--- config.mk ---
export PLATFORM = sky130hd
export DESIGN_NAME = huff_decoder_atom
export DESIGN_NICKNAME = d
export VERILOG_FILES = /design/src/rtl/huff_decoder_atom.sv
export SDC_FILE = /design/constraint.sdc
export NUM_CORES = 1
export LEC_CHECK = 0
export BUFFER_PORTS_ARGS = -buffer_cell sky130_fd_sc_hd__buf_2
export CAP_MARGIN = 10
export CORE_ASPECT_RATIO = 1.2
export CORE_MARGIN = 5
export CORE_UTILIZATION = 36
export CTS_CLUSTER_DIAMETER = 150
export DETAILED_ROUTE_END_ITERATION = 8
export PLACE_DENSITY_LB_ADDON = 0.05
export SLEW_MARGIN = 30
export SYNTH_ARGS = -nofsm -noshare
export SYNTH_HDL_FRONTEND = slang
export SYNTH_SLANG_ARGS = --single-unit
--- constraint.sdc ---
create_clock -name clk -period 6 [get_ports clk]
set_input_delay 0 -clock clk [delete_from_list [all_inputs] [get_ports clk]]
set_output_delay 0 -clock clk [all_outputs]
set_load 0.02 [all_outputs]
--- src/rtl/huff_decoder_atom.sv ---
// Huffman decoder atom: per-symbol LUT (codeword, length) loaded through the
// config port, MSB-first bit buffer fed by IN_WIDTH-bit beats, and one decoded
// symbol per cycle on a valid/ready output. A buffer whose oldest bits cannot
// start any codeword raises a sticky error that only flush, config or reset clear.
module huff_decoder_atom #(
  parameter int SYMBOL_WIDTH      = 4,
  parameter int ENC_MAX_WIDTH     = 4,
  parameter int ENC_MAX_LEN_WIDTH = 3,
  parameter int NUM_SYMBOLS       = 16,
  parameter int IN_WIDTH          = 4,
  parameter int BUF_DEPTH         = 8
) (
  input  logic                         clk,
  input  logic                         rst_n,
  input  logic                         config_en,
  input  logic [SYMBOL_WIDTH-1:0]      config_select,
  input  logic [ENC_MAX_WIDTH-1:0]     config_enc,
  input  logic [ENC_MAX_LEN_WIDTH-1:0] config_enc_len,
  input  logic                         flush,
  input  logic [IN_WIDTH-1:0]          in_data,
  input  logic                         in_valid,
  output logic                         in_ready,
  output logic [SYMBOL_WIDTH-1:0]      out_symbol,
  output logic                         out_valid,
  input  logic                         out_ready,
  output logic                         err
);

  localparam int CW = $clog2(BUF_DEPTH + 1);
  localparam logic [CW-1:0] C_IN   = CW'(IN_WIDTH);
  localparam logic [CW-1:0] C_BUF  = CW'(BUF_DEPTH);
  localparam logic [CW-1:0] C_EW   = CW'(ENC_MAX_WIDTH);
  localparam logic [ENC_MAX_LEN_WIDTH-1:0] C_EW_LEN = ENC_MAX_LEN_WIDTH'(ENC_MAX_WIDTH);

  logic [ENC_MAX_WIDTH-1:0]     r_code [NUM_SYMBOLS];
  logic [ENC_MAX_LEN_WIDTH-1:0] r_len  [NUM_SYMBOLS];
  logic [BUF_DEPTH-1:0]         r_buf;
  logic [CW-1:0]                r_count;
  logic [SYMBOL_WIDTH-1:0]      r_symbol;
  logic                         r_valid;
  logic                         r_err;

  logic [NUM_SYMBOLS-1:0]       w_hit;
  logic                         w_match;
  logic [SYMBOL_WIDTH-1:0]      w_idx;
  logic [ENC_MAX_LEN_WIDTH-1:0] w_len;
  logic                         w_run_ok;
  logic                         w_fire;
  logic                         w_accept;
  logic                         w_err_set;
  logic [CW-1:0]                w_rem;
  logic [CW-1:0]                w_count_next;
  logic [BUF_DEPTH-1:0]         w_shifted;
  logic [BUF_DEPTH-1:0]         w_ins;
  logic [BUF_DEPTH-1:0]         w_buf_next;

  // Per-entry match: compare the top len bits of the buffer with the left-aligned codeword.
  always_comb begin
    logic [ENC_MAX_LEN_WIDTH-1:0] v_shift;
    logic [ENC_MAX_WIDTH-1:0]     v_mask;
    logic [ENC_MAX_WIDTH-1:0]     v_aligned;
    w_hit     = '0;
    v_shift   = '0;
    v_mask    = '0;
    v_aligned = '0;
    for (int i = 0; i < NUM_SYMBOLS; i++) begin
      v_shift   = C_EW_LEN - r_len[i];
      v_mask    = {ENC_MAX_WIDTH{1'b1}} << v_shift;
      v_aligned = r_code[i] << v_shift;
      w_hit[i]  = (r_len[i] != '0) && (CW'(r_len[i]) <= r_count) &&
                  (((r_buf[BUF_DEPTH-1 -: ENC_MAX_WIDTH] ^ v_aligned) & v_mask) == '0);
    end
  end

  // Priority select: scanning downward leaves the lowest matching index in place.
  always_comb begin
    w_match = 1'b0;
    w_idx   = '0;
    w_len   = '0;
    for (int i = NUM_SYMBOLS - 1; i >= 0; i--) begin
      if (w_hit[i]) begin
        w_match = 1'b1;
        w_idx   = SYMBOL_WIDTH'(i);
        w_len   = r_len[i];
      end else begin
        w_match = w_match;
      end
    end
  end

  // Handshakes and next buffer state; incoming bits land below the post-decode remainder.
  always_comb begin
    w_run_ok     = !config_en && !flush && !r_err;
    in_ready     = rst_n && w_run_ok && (r_count <= (C_BUF - C_IN));
    w_fire       = w_match && w_run_ok && (!r_valid || out_ready);
    w_accept     = in_valid && in_ready;
    w_err_set    = (r_count >= C_EW) && !w_match;
    w_rem        = w_fire ? (r_count - CW'(w_len)) : r_count;
    w_shifted    = w_fire ? (r_buf << w_len) : r_buf;
    w_ins        = {in_data, {(BUF_DEPTH - IN_WIDTH){1'b0}}} >> w_rem;
    w_buf_next   = w_accept ? (w_shifted | w_ins) : w_shifted;
    w_count_next = w_accept ? (w_rem + C_IN) : w_rem;
  end

  // LUT storage: cleared on reset, one entry written per config strobe.
  always_ff @(posedge clk or negedge rst_n) begin
    if (!rst_n) begin
      for (int i = 0; i < NUM_SYMBOLS; i++) begin
        r_code[i] <= '0;
        r_len[i]  <= '0;
      end
    end else if (config_en) begin
      r_code[config_select] <= config_enc;
      r_len[config_select]  <= config_enc_len;
    end
  end

  // Bit buffer, fill count and sticky error; config and flush both empty the buffer.
  always_ff @(posedge clk or negedge rst_n) begin
    if (!rst_n) begin
      r_buf   <= '0;
      r_count <= '0;
      r_err   <= 1'b0;
    end else if (config_en || flush) begin
      r_buf   <= '0;
      r_count <= '0;
      r_err   <= 1'b0;
    end else begin
      r_buf   <= w_buf_next;
      r_count <= w_count_next;
      if (w_err_set) begin
        r_err <= 1'b1;
      end
    end
  end

  // Output register: load on decode, drop valid once the sink has taken the symbol.
  always_ff @(posedge clk or negedge rst_n) begin
    if (!rst_n) begin
      r_symbol <= '0;
      r_valid  <= 1'b0;
    end else if (w_fire) begin
      r_symbol <= w_idx;
      r_valid  <= 1'b1;
    end else if (out_ready) begin
      r_valid  <= 1'b0;
    end
  end

  assign out_symbol = r_symbol;
  assign out_valid  = r_valid;
  assign err        = r_err;

endmodule

After elaboration in Yosys (flattened, before gate mapping)
Index checks and enable logic that the tools add are counted.

Register bits after elaboration: 130. Latch bits: 0. Bits in writable memories: 0. Bits in read-only memories: 0. Bits of input ports: 21. Output and inout bits: 7. Word-level logic and storage cells: 289. Memories kept: 0.

Add/subtract/negate cells: 18. Multipliers: 0. Div/mod/pow operators: 0. Order comparisons: 20. Equal/unequal tests: 0. Shifts and indexed selects: 34. Mux-type cells: 64. Bitwise operators: 34. Reductions and logical operators: 82.

Operator list (number): 4-bit 2-to-1 mux (20); 4-bit AND (16); 64-bit bitwise mux (1); 3-bit by 4-bit less-or-equal comparator with 1-bit output (16); 4-bit logical NOT (16); 4-bit by 3-bit << shifter with 4-bit output (16); 4-bit by 3-bit << shifter with 4-bit output (first input constant) (16); 4-bit XOR (16); 3-bit 2-to-1 mux (17); 48-bit bitwise mux (1); 3-bit nonzero test (16); 3-bit subtractor (first input constant) (16); 1-bit logical AND (41); 8-bit 2-to-1 mux (3); 1-bit 2-to-1 mux (20); 4-bit demux with 4-bit select (1); 3-bit demux with 4-bit select (1); 8-bit bitwise OR (1); 8-bit by 3-bit << shifter with 8-bit output (1); 8-bit by 4-bit right shift with 8-bit output (1); 5-bit >= comparator (second input constant) (1); 1-bit logical NOT (5); 5-bit by 1-bit < comparator with 1-bit output (second input constant) (1); 4-bit NOT with 5-bit output (1); other kinds (6) (8).

Logic depth before layout (Yosys ltp)
Word-level depth: 29. Depth in mapped cells: 25. Depth with buffers taken out: 22.

Worst setup path before layout
No wires, ideal clock.

Kind: register -> register. From: reg r_len[6] in the netlist's numbering. To: reg r_buf[1]. Setup time: 0.121 ns. Arrival: 5.204 ns. Required time: 5.879 ns. Setup slack: 0.675 ns. Stages on the path, launching flop included: 22. Path buffers: 1. Period minus slack after synthesis: 5.325 ns. Cells stage by stage: dfrtp_1 -> buf_2 -> inv_1 -> ha_1 -> ha_1 -> nor4bb_1 -> xor2_1 -> a32o_1 -> a2111oi_2 -> a22o_1 -> a2111oi_0 -> or3_1 -> a31oi_1 -> inv_2 -> ha_1 -> inv_1 -> ha_1 -> mux2i_2 -> mux2i_1 -> a21oi_1 -> a221o_1 -> a22o_1.

Word-level cells in the longest chain between the ends: 27. Elaborated cells on any way between the ends: 48. Classes of those cells: 2 x add/sub; 1 x order compare; 4 x shift; 32 x mux; 3 x bitwise; 6 x reduce/logical.

Ends and longest elaborated chain: from (decl) (line 36) `logic [ENC_MAX_LEN_WIDTH-1:0] r_len [NUM_SYMBOLS];`; from (signal, indexed assignment) (line 114) `r_len[config_select] <= config_enc_len;`; parallel branches: the longest is 25 deep, another holds 3-bit subtractor; 8-bit 2-to-1 mux * (line 101) `w_buf_next = w_accept ? (w_shifted | w_ins) : w_shifted;`; 8-bit 2-to-1 mux * (line 124) `end else if (config_en || flush) begin`; to (signal assigned) (line 129) `r_buf <= w_buf_next;`; to (decl) (line 37) `logic [BUF_DEPTH-1:0] r_buf;`.

Mark *: on every way between the ends. A chain may end at the register's enable or synchronous reset.

Worst setup path after layout
Ends and elaborated chain as after synthesis.

==> results.cfg <==
[status]
status = complete, no violations

[power]
power_frac_clock = 0.155
leakage_nw = 5.51
power_switching_mw = 3.34
p_sw_frac = 0.475
power_frac_comb = 0.656
vdd_drop_max_mv = 0.346
seqPwrFrac = 0.189
internal_power_mw = 3.69
powerDensity_mw_per_mm2 = 568

[grt]
grt_first_pass_wirelength_um = 53100
gr-usage-met3 = 0.0275
grt-ovfl-total = 0
grtUsageTotal = 0.203
antenna_found_initial = 1
top_usage_layer = met2
use_met1 = 0.264
grt_max_degree = 55
grt_util_met2 = 0.355
first_global_vias = 8855

[cells_and_area]
layout_commonest_cell = dfrtp_1
fillers = 3085
num_antenna_cells = 0
layout_common_cells = dfrtp_1 (129), ha_1 (115), mux2_2 (93)
nNetsFinal = 1297
drive_gt1_frac = 0.196
area_delta_synth_final_pct = 12.8

[drt]
route.detailed.vias_per_inst = 5.55
routedWlPerCell_um = 21.6
vias = 8713
drc_errors = 0
antenna_left = 0
drt_wl_total_um = 33900
drt_iter0_drc = 540
firstDrtPassIters = 6

[floorplanning]
boundaryPins = 28
die_w_um = 169
dieArea_sq_mm = 0.0341
rows = 70
coreArea_sq_mm = 0.0303
fp.dieH_um = 201
start_util = 0.362

[clocking]
numClockSinks = 130
numCtsBuffers = 17
path_clk_slew_ns = 0.07
clk_path_buf_depth = 2
cts_max_level = 4
cts_tree = done
cts_setup_buffers = 0
worstSkewPairLatency_ns = 0.44
clockRootBuffer = clkbuf_16

[synthesis]
synth_cells = 1116
synth.distinct_cells = 87
synth_seq_cells = 130
async_reset_ff_frac = 1.00
yosysSeqAreaShare = 0.297
synth_ff_type = dfrtp_1
synth_area_sq_mm = 0.0110
yosysWarnings = 0
yosys-top-cells-area = dfrtp_1 (30%), ha_1 (13%), mux2_2 (9.6%)
synth_area_per_cell_sq_um = 9.82
synth_edf_count = 0
yosysTopAreaCellShare = 0.297
syn_nets = 1252
synth.largest_area_cell = dfrtp_1

[timing]
post-route-period-util = 0.933
rsz0062_at_grt = false
setup_viol = 0
hold_viol_final = 0
fin_crit_ns = 5.60
slew_headroom = 0.362
tightest_slew_ns = 0.957
fmax_mhz = 179
tns_ns = 0
hold_ws_ns = 0.0143
skew_ns = 0.00958
slew_viol_final = 0

[placed_design]
place.gp.congestion = 0.834
dp_hpwl_um = 24100
io_buffers = 27

[setup_path]
worstSetupStartpointType = flip-flop
required_ns = 6.32
crit_path_max_fanout = 8
critical_path_class = flip-flop to flip-flop
regToRegSetupSlack_ns = 0.40
crit_path_end_kind = flip-flop
arrival_ns = 5.92

[min_path]
hold_class = primary input to asynchronous set/reset pin

[flow_run]
drv_cap = 0
[logic make-up (layout without fill, tap and decap cells)]
kind of cell	Yosys count	after routing	share of synthesized area
AND/OR/NAND/NOR	307	307	0.161
buffers and inverters	119	176	0.0452
AO/OA/AOI/OAI	244	244	0.162
multiplexers	159	159	0.170
flip-flops	130	130	0.297
adder cells (fa/ha/maj)	115	115	0.131
XOR/XNOR	42	42	0.0335
[routing by layer]
metal  wire (um)  vias up
li1            -     4218
met3         746       32
met4         516        0
met2       17100      138
met5           0        -
met1       15500     4325
[path summary, 6_finish.rpt]
path / from / end / cells after the start
hold / removal: rst_n / r_code[50]$_DFFE_PN0P_ / 2
setup reg to reg: r_len[6]$_DFFE_PN0P_ / r_buf[1]$_DFF_PN0_ / 21
min in group clk: in_valid / r_count[2]$_DFF_PN0_ / 4
hold reg to reg: out_symbol[3]$_DFFE_PN0N_ / out_symbol[3]$_DFFE_PN0N_ / 2
setup / recovery: r_len[6]$_DFFE_PN0P_ / r_buf[1]$_DFF_PN0_ / 21
max in group asynchronous: rst_n / r_len[37]$_DFFE_PN0P_ / 3
[registers in the layout, indices dropped and copies added (netlist names)]
signal / cells
err: 1
out_symbol: 4
out_valid: 1
r_buf: 8
r_code: 64
r_count: 4
r_len: 48
[power groups by stage]
stage	clock, mW	sequential (mW)	combinational [mW]
after floorplan	0	1.24	3.28
after global placement	0	1.35	4.56
after detailed placement	0	1.35	4.57
after CTS	1.13	1.33	4.61
after global routing	1.16	1.37	5.08
final	1.09	1.33	4.61
[what timing repair did]
item	in CTS	in global routing
endpoints found under the hold margin	48	0
hold buffers	4	0
resized for setup	0	1
setup endpoints to repair	0	1
[critical path: stages (launching register included)]
cell	delay, ns
dfrtp_1	0.50
inv_1	0.16
ha_1	0.24
ha_1	0.37
nor4bb_1	0.37
xor2_1	0.11
a32o_1	0.24
a2111oi_2	0.43
buf_4	0.23
a21oi_1	0.06
a2111oi_1	0.54
or3_1	0.21
a31oi_1	0.13
inv_2	0.09
ha_1	0.14
inv_1	0.06
ha_1	0.24
a221o_1	0.36
a211oi_1	0.38
nor2_1	0.10
a221o_1	0.32
a22o_1	0.17
[final cells by class]
cell class / instances / area, sq um / area share
well taps: 396 / 495 / 0.0401
multi-input cells: 867 / 7220 / 0.583
flip-flops and latches: 130 / 3250 / 0.263
inverters: 70 / 263 / 0.0212
clock inverters: 13 / 163 / 0.0131
repair buffers: 75 / 549 / 0.0444
clock buffers: 18 / 429 / 0.0347
[synthesized netlist by cell type, types with 8 or more instances]
cell type	number
a21oi_1	21
mux2i_1	50
nor2_1	44
inv_1	69
clkbuf_1	24
nand3_1	19
xnor2_1	18
ha_1	115
buf_2	18
xor2_1	24
dfrtp_1	130
mux4_2	12
a21o_1	8
nor4bb_1	16
o21a_1	18
a31oi_1	17
nand2_1	73
nor2b_1	27
nor3_1	13
o21ai_0	74
nand2b_1	27
nand3b_1	22
mux2_2	93
o211ai_1	12
[through the flow]
step | cells | setup WS (ns) | power, mW | cell area [sq um] | util
2_1_floorplan | 1116 | 0.675 | 4.51 | 11000 | -
3_3_place_gp | 1534 | 0.437 | 5.91 | 11700 | 0.387
3_5_place_dp | 1534 | 0.337 | 5.91 | 11700 | 0.387
4_1_cts | 1569 | 0.322 | 7.07 | 12400 | 0.408
5_1_grt | 1569 | 0.0528 | 7.61 | 12400 | 0.408
6_report | 1569 | 0.405 | 7.03 | 12400 | 0.408
Note: power is estimated with default switching activity, not from simulation.
